<file path="src/rtl/hypercpu_mem_arbiter.sv">
// hypercpu_mem_arbiter: shares the single hypercpu memory port between the
// instruction fetch (if), load/store (ls) and debug/DMA (dbg) requesters.
// A request/done handshake replaces the old mclk-phase address mux. mem_ready
// provides wait states, and a bus timeout aborts an access the memory never finishes.
// Priority is ls > if > dbg. A dbg request that keeps losing grants is
// promoted to top priority after DBG_STARVE_MAX lost grants.
// Optional build macro HYPERCPU_MEM_ARB_STATS_EN adds saturating grant and
// wait-cycle counters. Without it those ports do not exist.
module hypercpu_mem_arbiter #(
  parameter int ADDR_W         = 32,
  parameter int DATA_W         = 32,
  parameter int DBG_STARVE_MAX = 8,
  parameter int TIMEOUT        = 16
) (
  input  logic              mclk,
  input  logic              reset,
  input  logic              if_req,
  input  logic [ADDR_W-1:0] if_addr,
  output logic [DATA_W-1:0] if_rdata,
  output logic              if_done,
  input  logic              ls_req,
  input  logic              ls_we,
  input  logic [ADDR_W-1:0] ls_addr,
  input  logic [DATA_W-1:0] ls_wdata,
  output logic [DATA_W-1:0] ls_rdata,
  output logic              ls_done,
  input  logic              dbg_req,
  input  logic              dbg_we,
  input  logic [ADDR_W-1:0] dbg_addr,
  input  logic [DATA_W-1:0] dbg_wdata,
  output logic [DATA_W-1:0] dbg_rdata,
  output logic              dbg_done,
  output logic [ADDR_W-1:0] mem_addr,
  output logic [DATA_W-1:0] mem_write,
  output logic              mem_write_enable,
  output logic              mem_valid,
  input  logic [DATA_W-1:0] mem_read,
  input  logic              mem_ready,
  output logic              timeout_err
`ifdef HYPERCPU_MEM_ARB_STATS_EN
  ,
  output logic [31:0]       stat_if_grants,
  output logic [31:0]       stat_ls_grants,
  output logic [31:0]       stat_dbg_grants,
  output logic [31:0]       stat_wait_cycles
`endif
);

  // Requester index used for the one-hot grant/owner vectors
  localparam int P_IF  = 0;
  localparam int P_LS  = 1;
  localparam int P_DBG = 2;

  localparam logic [7:0]         C_STARVE_MAX = 8'(DBG_STARVE_MAX);
  localparam logic [15:0]        C_TMO_LAST   = 16'(TIMEOUT - 1);
  // Abort pattern, zero-extended or truncated to the data width
  localparam logic [DATA_W+31:0] C_DEAD_EXT   = {{DATA_W{1'b0}}, 32'hDEADBEEF};
  localparam logic [DATA_W-1:0]  C_DEAD       = C_DEAD_EXT[DATA_W-1:0];

  typedef enum logic {
    S_IDLE   = 1'b0,
    S_ACCESS = 1'b1
  } state_t;

  state_t                     r_state;
  state_t                     w_state_next;
  logic [2:0]                 w_req;
  logic [2:0]                 w_grant;
  logic [2:0]                 r_owner;
  logic                       w_finish;
  logic                       w_abort;
  logic [ADDR_W-1:0]          w_sel_addr;
  logic [DATA_W-1:0]          w_sel_wdata;
  logic                       w_sel_we;
  logic [ADDR_W-1:0]          r_mem_addr;
  logic [DATA_W-1:0]          r_mem_write;
  logic                       r_mem_we;
  logic                       r_mem_valid;
  logic [7:0]                 r_starve_cnt;
  logic [15:0]                r_tmo_cnt;
  logic                       r_timeout_err;
  logic [2:0]                 w_done;
  logic [2:0][DATA_W-1:0]     w_rdata;

  genvar gi;

  assign w_req = {dbg_req, ls_req, if_req};

  // State register
  always_ff @(posedge mclk or negedge reset) begin
    if (!reset) begin
      r_state <= S_IDLE;
    end else begin
      r_state <= w_state_next;
    end
  end

  // Next state, arbitration winner and completion/abort decode
  always_comb begin
    w_state_next = r_state;
    w_grant      = 3'b000;
    w_finish     = 1'b0;
    w_abort      = 1'b0;
    case (r_state)
      S_IDLE: begin
        if (|w_req) begin
          w_state_next = S_ACCESS;
          if (dbg_req && (r_starve_cnt == C_STARVE_MAX)) begin
            w_grant[P_DBG] = 1'b1;
          end else if (ls_req) begin
            w_grant[P_LS] = 1'b1;
          end else if (if_req) begin
            w_grant[P_IF] = 1'b1;
          end else begin
            w_grant[P_DBG] = 1'b1;
          end
        end
      end
      S_ACCESS: begin
        // mem_ready takes precedence over a timeout in the same cycle
        if (mem_ready) begin
          w_finish     = 1'b1;
          w_state_next = S_IDLE;
        end else if (r_tmo_cnt == C_TMO_LAST) begin
          w_finish     = 1'b1;
          w_abort      = 1'b1;
          w_state_next = S_IDLE;
        end
      end
      default: w_state_next = S_IDLE;
    endcase
  end

  // Select the winner's request fields. Fetch never writes.
  always_comb begin
    w_sel_addr  = if_addr;
    w_sel_wdata = '0;
    w_sel_we    = 1'b0;
    if (w_grant[P_LS]) begin
      w_sel_addr  = ls_addr;
      w_sel_wdata = ls_wdata;
      w_sel_we    = ls_we;
    end else if (w_grant[P_DBG]) begin
      w_sel_addr  = dbg_addr;
      w_sel_wdata = dbg_wdata;
      w_sel_we    = dbg_we;
    end
  end

  // Bus register: load at grant, hold through ACCESS, drop strobes on finish
  always_ff @(posedge mclk or negedge reset) begin
    if (!reset) begin
      r_mem_addr  <= '0;
      r_mem_write <= '0;
      r_mem_we    <= 1'b0;
      r_mem_valid <= 1'b0;
      r_owner     <= 3'b000;
      r_tmo_cnt   <= '0;
    end else if (|w_grant) begin
      r_mem_addr  <= w_sel_addr;
      r_mem_write <= w_sel_wdata;
      r_mem_we    <= w_sel_we;
      r_mem_valid <= 1'b1;
      r_owner     <= w_grant;
      r_tmo_cnt   <= '0;
    end else if (w_finish) begin
      r_mem_valid <= 1'b0;
      r_mem_we    <= 1'b0;
    end else if (r_state == S_ACCESS) begin
      r_tmo_cnt <= r_tmo_cnt + 16'd1;
    end
  end

  // Count grants that dbg loses while it is waiting. A dbg grant or an idle dbg clears the count.
  always_ff @(posedge mclk or negedge reset) begin
    if (!reset) begin
      r_starve_cnt <= '0;
    end else if (r_state == S_IDLE) begin
      if (!dbg_req || w_grant[P_DBG]) begin
        r_starve_cnt <= '0;
      end else if ((w_grant[P_LS] || w_grant[P_IF]) && (r_starve_cnt != C_STARVE_MAX)) begin
        r_starve_cnt <= r_starve_cnt + 8'd1;
      end
    end
  end

  // Sticky timeout flag, cleared only by reset
  always_ff @(posedge mclk or negedge reset) begin
    if (!reset) begin
      r_timeout_err <= 1'b0;
    end else if (w_abort) begin
      r_timeout_err <= 1'b1;
    end
  end

  // Per-requester completion pulse and held read data
  for (gi = 0; gi < 3; gi++) begin : g_port
    logic              r_done;
    logic [DATA_W-1:0] r_rdata;

    // Pulse done for the owner on completion and capture its read data
    always_ff @(posedge mclk or negedge reset) begin
      if (!reset) begin
        r_done  <= 1'b0;
        r_rdata <= '0;
      end else begin
        r_done <= w_finish & r_owner[gi];
        if (w_finish && r_owner[gi]) begin
          if (w_abort) begin
            r_rdata <= C_DEAD;
          end else if (r_mem_we) begin
            r_rdata <= '0;
          end else begin
            r_rdata <= mem_read;
          end
        end
      end
    end

    assign w_done[gi]  = r_done;
    assign w_rdata[gi] = r_rdata;
  end

  assign if_done          = w_done[P_IF];
  assign ls_done          = w_done[P_LS];
  assign dbg_done         = w_done[P_DBG];
  assign if_rdata         = w_rdata[P_IF];
  assign ls_rdata         = w_rdata[P_LS];
  assign dbg_rdata        = w_rdata[P_DBG];
  assign mem_addr         = r_mem_addr;
  assign mem_write        = r_mem_write;
  assign mem_write_enable = r_mem_we;
  assign mem_valid        = r_mem_valid;
  assign timeout_err      = r_timeout_err;

`ifdef HYPERCPU_MEM_ARB_STATS_EN
  logic [3:0]       w_stat_inc;
  logic [3:0][31:0] w_stat_cnt;

  assign w_stat_inc = {(r_state == S_ACCESS) && !mem_ready,
                       w_grant[P_DBG], w_grant[P_LS], w_grant[P_IF]};

  for (gi = 0; gi < 4; gi++) begin : g_stat
    logic [31:0] r_cnt;

    // Saturating event counter
    always_ff @(posedge mclk or negedge reset) begin
      if (!reset) begin
        r_cnt <= '0;
      end else if (w_stat_inc[gi] && (r_cnt != 32'hFFFF_FFFF)) begin
        r_cnt <= r_cnt + 32'd1;
      end
    end

    assign w_stat_cnt[gi] = r_cnt;
  end

  assign stat_if_grants   = w_stat_cnt[0];
  assign stat_ls_grants   = w_stat_cnt[1];
  assign stat_dbg_grants  = w_stat_cnt[2];
  assign stat_wait_cycles = w_stat_cnt[3];
`endif

endmodule

</file>
<file path="config.mk">
export PLATFORM = sky130hd
export DESIGN_NAME = hypercpu_mem_arbiter
export DESIGN_NICKNAME = d
export VERILOG_FILES = /design/src/rtl/hypercpu_mem_arbiter.sv
export SDC_FILE = /design/constraint.sdc
export NUM_CORES = 1
export LEC_CHECK = 0
export ABC_AREA = 1
export BUFFER_PORTS_ARGS = -buffer_cell sky130_fd_sc_hd__buf_4
export CAP_MARGIN = 10
export CORE_MARGIN = 8
export CORE_UTILIZATION = 40
export DETAILED_ROUTE_END_ITERATION = 16
export GPL_TIMING_DRIVEN = 0
export PLACE_DENSITY = 0.68
export SLEW_MARGIN = 20
export SYNTH_ARGS = -nofsm -noshare
export SYNTH_HDL_FRONTEND = slang
export SYNTH_SLANG_ARGS = --single-unit
</file>
<file path="constraint.sdc">
create_clock -name mclk -period 1.9 [get_ports mclk]
set_input_delay 0.285 -clock mclk [delete_from_list [all_inputs] [get_ports mclk]]
set_output_delay 0.285 -clock mclk [all_outputs]
set_load 0.01 [all_outputs]
</file>
# --- Word level (Yosys, flattened, before mapping) ---
# Cells that the tools add are included.
totals:
  register_bits: 194
  in_bits: 200
  output_inout_bits: 166
  wordCells: 74
classes:
  n_reduce_logical: 15
  mux: 34
  n_addsub: 2
  n_eq_ne: 4
  n_bitwise: 4
op_table:
  columns: ["cell", "count"]
  rows:
  - ["$mux W32", 6]
  - ["$mux W16", 3]
  - ["$mux W1", 19]
  - ["$add A16 B1 Y16 const B", 1]
  - ["$eq A16 B4 Y1 const B", 1]
  - ["$mux W8", 2]
  - ["$add A8 B1 Y8 const B", 1]
  - ["$eq A8 B4 Y1 const B", 1]
  - ["$ne A8 B4 Y1 const B", 1]
  - ["$mux W3", 2]
  - ["$reduce_bool A2 Y1", 3]
  - ["$reduce_or A3 Y1", 2]
  - ["$logic_and A1 B1 Y1", 5]
  - ["$reduce_and A2 Y1", 2]
  - ["$and A1 B1 Y1", 3]
  - ["$logic_or A1 B1 Y1", 2]
  - ["$mux W2", 1]
  - ["$ne A2 B1 Y1 const B", 1]
  - ["$pmux W1 S2", 1]
  - ["$logic_not A1 Y1", 1]
  - ["$not A1 Y1", 1]

# --- Depth between registers and ports, before layout ---
logic_depth:
  ltp_word: 9
  mapped_depth: 12
  ltp_nobuf: 11

# --- Least setup slack after synthesis ---
# OpenSTA, ideal clock, no wires.
synth_path:
  kind: "register -> register"
  start: "register r_tmo_cnt[0]"
  end: "register g_port[2].r_rdata[22] (netlist: dbg_rdata[22])"
  setup_time_ns: 0.130
  synth_period_minus_slack_ns: 1.766
  setup_slack_ns: 0.134
  arrival_time_ns: 1.636
  n_path_buf: 2
  path_stages_with_launch: 13
  required_ns: 1.770
  cell_sequence: "dfrtp_1 ha_1 nand2_2 nor2_4 inv_2 nor2_2 nand2_1 nand2_4 nand3_2 buf_6 buf_2 nand2_1 o21ai_1"
synth_via:
  elab_chain_len: 5
  word_cells_on_any_way: 8
  classes_between: "eq/ne (1); mux (6); reduce/logical (1)"
synth_lines:
  columns: ["element", "line_no", "source"]
  rows:
  - ["start, declared", "80", "logic [15:0] r_tmo_cnt;"]
  - ["start signal, assigned", "170", "r_tmo_cnt <= r_tmo_cnt + 16'd1;"]
  - ["$eq A16 B4 Y1 *", "124", "end else if (r_tmo_cnt == C_TMO_LAST) begin"]
  - ["$mux W1 *", "124", null]
  - ["$mux W1", "121", "if (mem_ready) begin"]
  - ["$mux W1", "104", "case (r_state)"]
  - ["$mux W32 or $logic_and A1 B1 Y1 (tied branches)", "209, 208", null]
  - ["end signal, assigned", "214", "r_rdata <= mem_read;"]
  - ["end, declared", "199", "logic [DATA_W-1:0] r_rdata;"]
# Every way passes the cells marked *; elsewhere a longest branch is shown, timed or not.
# A chain may end at the register's enable or synchronous reset.

# --- Worst setup path in the final report ---
layout_path:
  start: "register r_state"
  end: "register r_mem_addr[12] (netlist: mem_addr[12])"
layout_via:
  elab_chain_len: 3
  word_cells_on_any_way: 4
  classes_between: "mux (3); reduce/logical (1)"
layout_lines:
  columns: ["element", "line_no", "source"]
  rows:
  - ["start, declared", "65", "state_t r_state;"]
  - ["start signal, assigned", "94", "r_state <= w_state_next;"]
  - ["$mux W3 *", "104", null]
  - ["$mux W32", "143", "end else if (w_grant[P_DBG]) begin"]
  - ["$mux W32", "139", "if (w_grant[P_LS]) begin"]
  - ["end signal, assigned", "160", "r_mem_addr <= w_sel_addr;"]
  - ["end, declared", "75", "logic [ADDR_W-1:0] r_mem_addr;"]
# Marked as above.

==> metrics <==
Die H 166.3 um; top-count cell post-synth nand2_1; post-synthesis adder-cell area fraction 0.4157%; power after layout 0.01964 W; vias in the first global route 9119; synthesized instance count 1107; Distinct cells, synth 26; IO Pins 366; Max VDD drop 0.6894 mV; post-route DRC violation count 0; Placed Instance Area 12190 um^2; Max Clock Freq 539.1 MHz; Final Hold Fails 0; drt total wl 34490 um; top area cells in the synthesized netlist dfrtp_1 (54%), nand2_1 (16%), o21ai_1 (5.7%), nand3_1 (5.2%), inv_1 (4.4%); first-pass GRT wire length 52970 um; worst setup margin 0.04521 ns; Reg clk slew, reported paths 0.09 ns; die area 27640 um^2; Post-synth EDFFs 0; Mapped Area 9030 um^2; Critical Path Source r_state; worst endpoint required time 2.27 ns; GR Overflow Total 0; worst-path cell chain inv_4 -> buf_2 -> clkbuf_1 -> nand4_1 -> nand3_2 -> nand2_2 -> nand2_1; fin util 58.54%; CP Launch Type register; TritonCTS Buffers 17; vias 9065; ANT cells 0; CP max-delay cell dfrtp_2; RSZ-0062 raised after global routing true; GRT Util Overall 24.33%; Worst path top cell family by delay buffers and inverters; CP arrival 2.23 ns; TritonCTS Sinks 194; Synth Area in Simple Gates 27.06%; cell area after layout 13130 um^2; Post-Synth XOR/XNOR Area 1.067%; initial antenna violation count 0; part of the Yosys area used for sequential elements 53.76%; Critical Path Fanout Max 10; Synth top cells by count nand2_1 (388), dfrtp_1 (194), inv_1 (105); synthesized flop and latch total 194; area leader, netlist dfrtp_1; share of cells above drive strength 1 33.14%; Final ANT Viol Nets 0; drt first pass iters 5; fin crit period 1.855 ns; nets 1708; top_reg_cell synth dfrtp_1; async set-or-reset flop fraction in the synthesized netlist 100.0%; Initial Util 40.25%; Post-Route Setup TNS 0 ns; CTS tree built; max-cap violations 0; final setup vio count 0; Critical Path Max Stage Delay 0.50 ns; mux contribution to synthesized area 0%; Setup crit end kind register; Synth top area share 53.76%; Mapped Nets 1310; slew margin rel. 60.51%; DR WL/cell 19.13 um; Clock Latency Late Sink 0.44 ns; status finished, final reports clean; worst reg2reg startpoint r_state; row count 55; placer's final routability congestion estimate 0.9159; Synth Warn # 0; syn avg cell area 8.157 um^2; actual slew at the worst max-slew pin 0.5923 ns; Max Buffers Root-to-Sink 2; H-tree Lvls 4; Setup Skew 0.01939 ns; die width 166.3 um; compound-gate portion of the synthesized area 8.605%; period utilization 97.62%; largest net degree at the start of global routing 80; Power Density 1496 nW/um^2; DP HPWL 27090 um; core area 22430 um^2; Worst Setup Path Type register to register; HP Start dbg_wdata[13]; Initial DRC Count 826; combinational family with the most area after synthesis simple AND/OR/NAND/NOR gates; Lkg Pwr 6.988 nW; WP buf/inv 3; root buffer cell clkbuf_16; DR vias/cell 5.028; fin. max-slew vios 0; HP Class input pin to register; Buffers on Ports 365; pre-CTS setup slack -0.2473 ns; Layout area overhead 45.45%
-- final cells by class --
class | instances | area, um^2
Multi-Input combinational cell | 736 | 3466
Sequential cell | 194 | 4856
Timing Repair Buffer | 381 | 2944
Clock inverter | 15 | 192.7
Buffer | 62 | 461.7
Fill cell | 2039 | 9300
Clock buffer | 17 | 425.4
Inverter | 113 | 431.7
Tap cell | 285 | 356.6
-- timing repair --
item | CTS | global route
resized for setup | 20 | 53
hold buffers | 1 | 0
setup endpoints to repair | 186 | 186
pin swaps | 1 | 10
setup buffers | 3 | 8
gates cloned | 0 | 2
endpoints found under the hold margin | 45 | 0
-- sequential cells by signal (all words and copies together), names as in the netlist --
register          cells
r_owner               3
r_tmo_cnt            16
ls_rdata             32
mem_write            32
if_rdata             32
dbg_rdata            32
if_done               1
dbg_done              1
r_starve_cnt          8
r_state               1
timeout_err           1
mem_addr             32
mem_valid             1
ls_done               1
mem_write_enable      1
-- per-stage QoR --
| stage | hold WS [ns] | cells |
|---|---|---|
| 2_1_floorplan | -0.01059 | 1107 |
| 3_3_place_gp | 0.4482 | 1757 |
| 3_5_place_dp | 0.1996 | 1759 |
| 4_1_cts | 0.02631 | 1793 |
| 5_1_grt | 0.03381 | 1803 |
| 6_report | 0.03762 | 1803 |
-- routing by layer --
metal  track usage, %  up-vias  share of wire, %
li1                 -     4362                 -
met1            29.21     4254                40
met2            41.42      413                49
met3            8.082       36               8.8
met4            6.267        0               1.8
met5                0        -                 0
-- tightest hold or removal path, cell delays in order --
cell	delay, ns
buf_4	0.07
nand2_1	0.04
nand3_1	0.05
-- layout by cell type, fill, tap and decap left out, types with 2 or more instances in the layout --
master     instances
nand3_2            6
nor2_1            29
clkbuf_2           8
clkinv_8           2
buf_8              2
clkbuf_1          11
inv_1            103
inv_2              7
inv_6              2
xor2_1            11
nor2_4             3
inv_12             5
nand2_2           13
inv_4              3
nand3_4            3
nand3_1           89
nand2_4            3
nand4_1           43
dfrtp_1          193
buf_16             2
nor3_1             7
buf_4            379
clkbuf_16         18
o21ai_1          103
ha_1               2
buf_2             12
inv_8              4
clkbuf_4           4
buf_12             2
nand2_1          376
o22ai_1           21
buf_6             20
o21ai_0           23
-- path summary, 6_finish.rpt --
check | to | slack (ns) | depth (start not counted)
hold reg to reg | timeout_err | 0.47 | 2
setup reg to reg | mem_addr[12] | 0.05 | 7
min in group asynchronous | dbg_rdata[9] | 0.32 | 2
max in group asynchronous | mem_write[4] | 0.46 | 4
setup / recovery | mem_addr[12] | 0.05 | 7
hold / removal | mem_write[13] | 0.04 | 3
-- power by group --
part           leakage [nW]  switching, W  internal [W]
sequential             2.46       0.00123       0.00591
clock                 0.297       0.00193       0.00183
combinational          4.23       0.00476       0.00398
total                  6.99       0.00792        0.0117
-- cells by family (layout without fill, tap and decap cells) --
kind of cell / count (synthesis) / count (layout)
and+or+nand+nor: 573 / 573
DFF: 194 / 194
buffers and inverters: 177 / 588
AOI/OAI and AO/OA: 149 / 149
xor gates and xnor gates: 11 / 11
adders and majority gates: 3 / 3
Power figures use the tool's default switching activity.
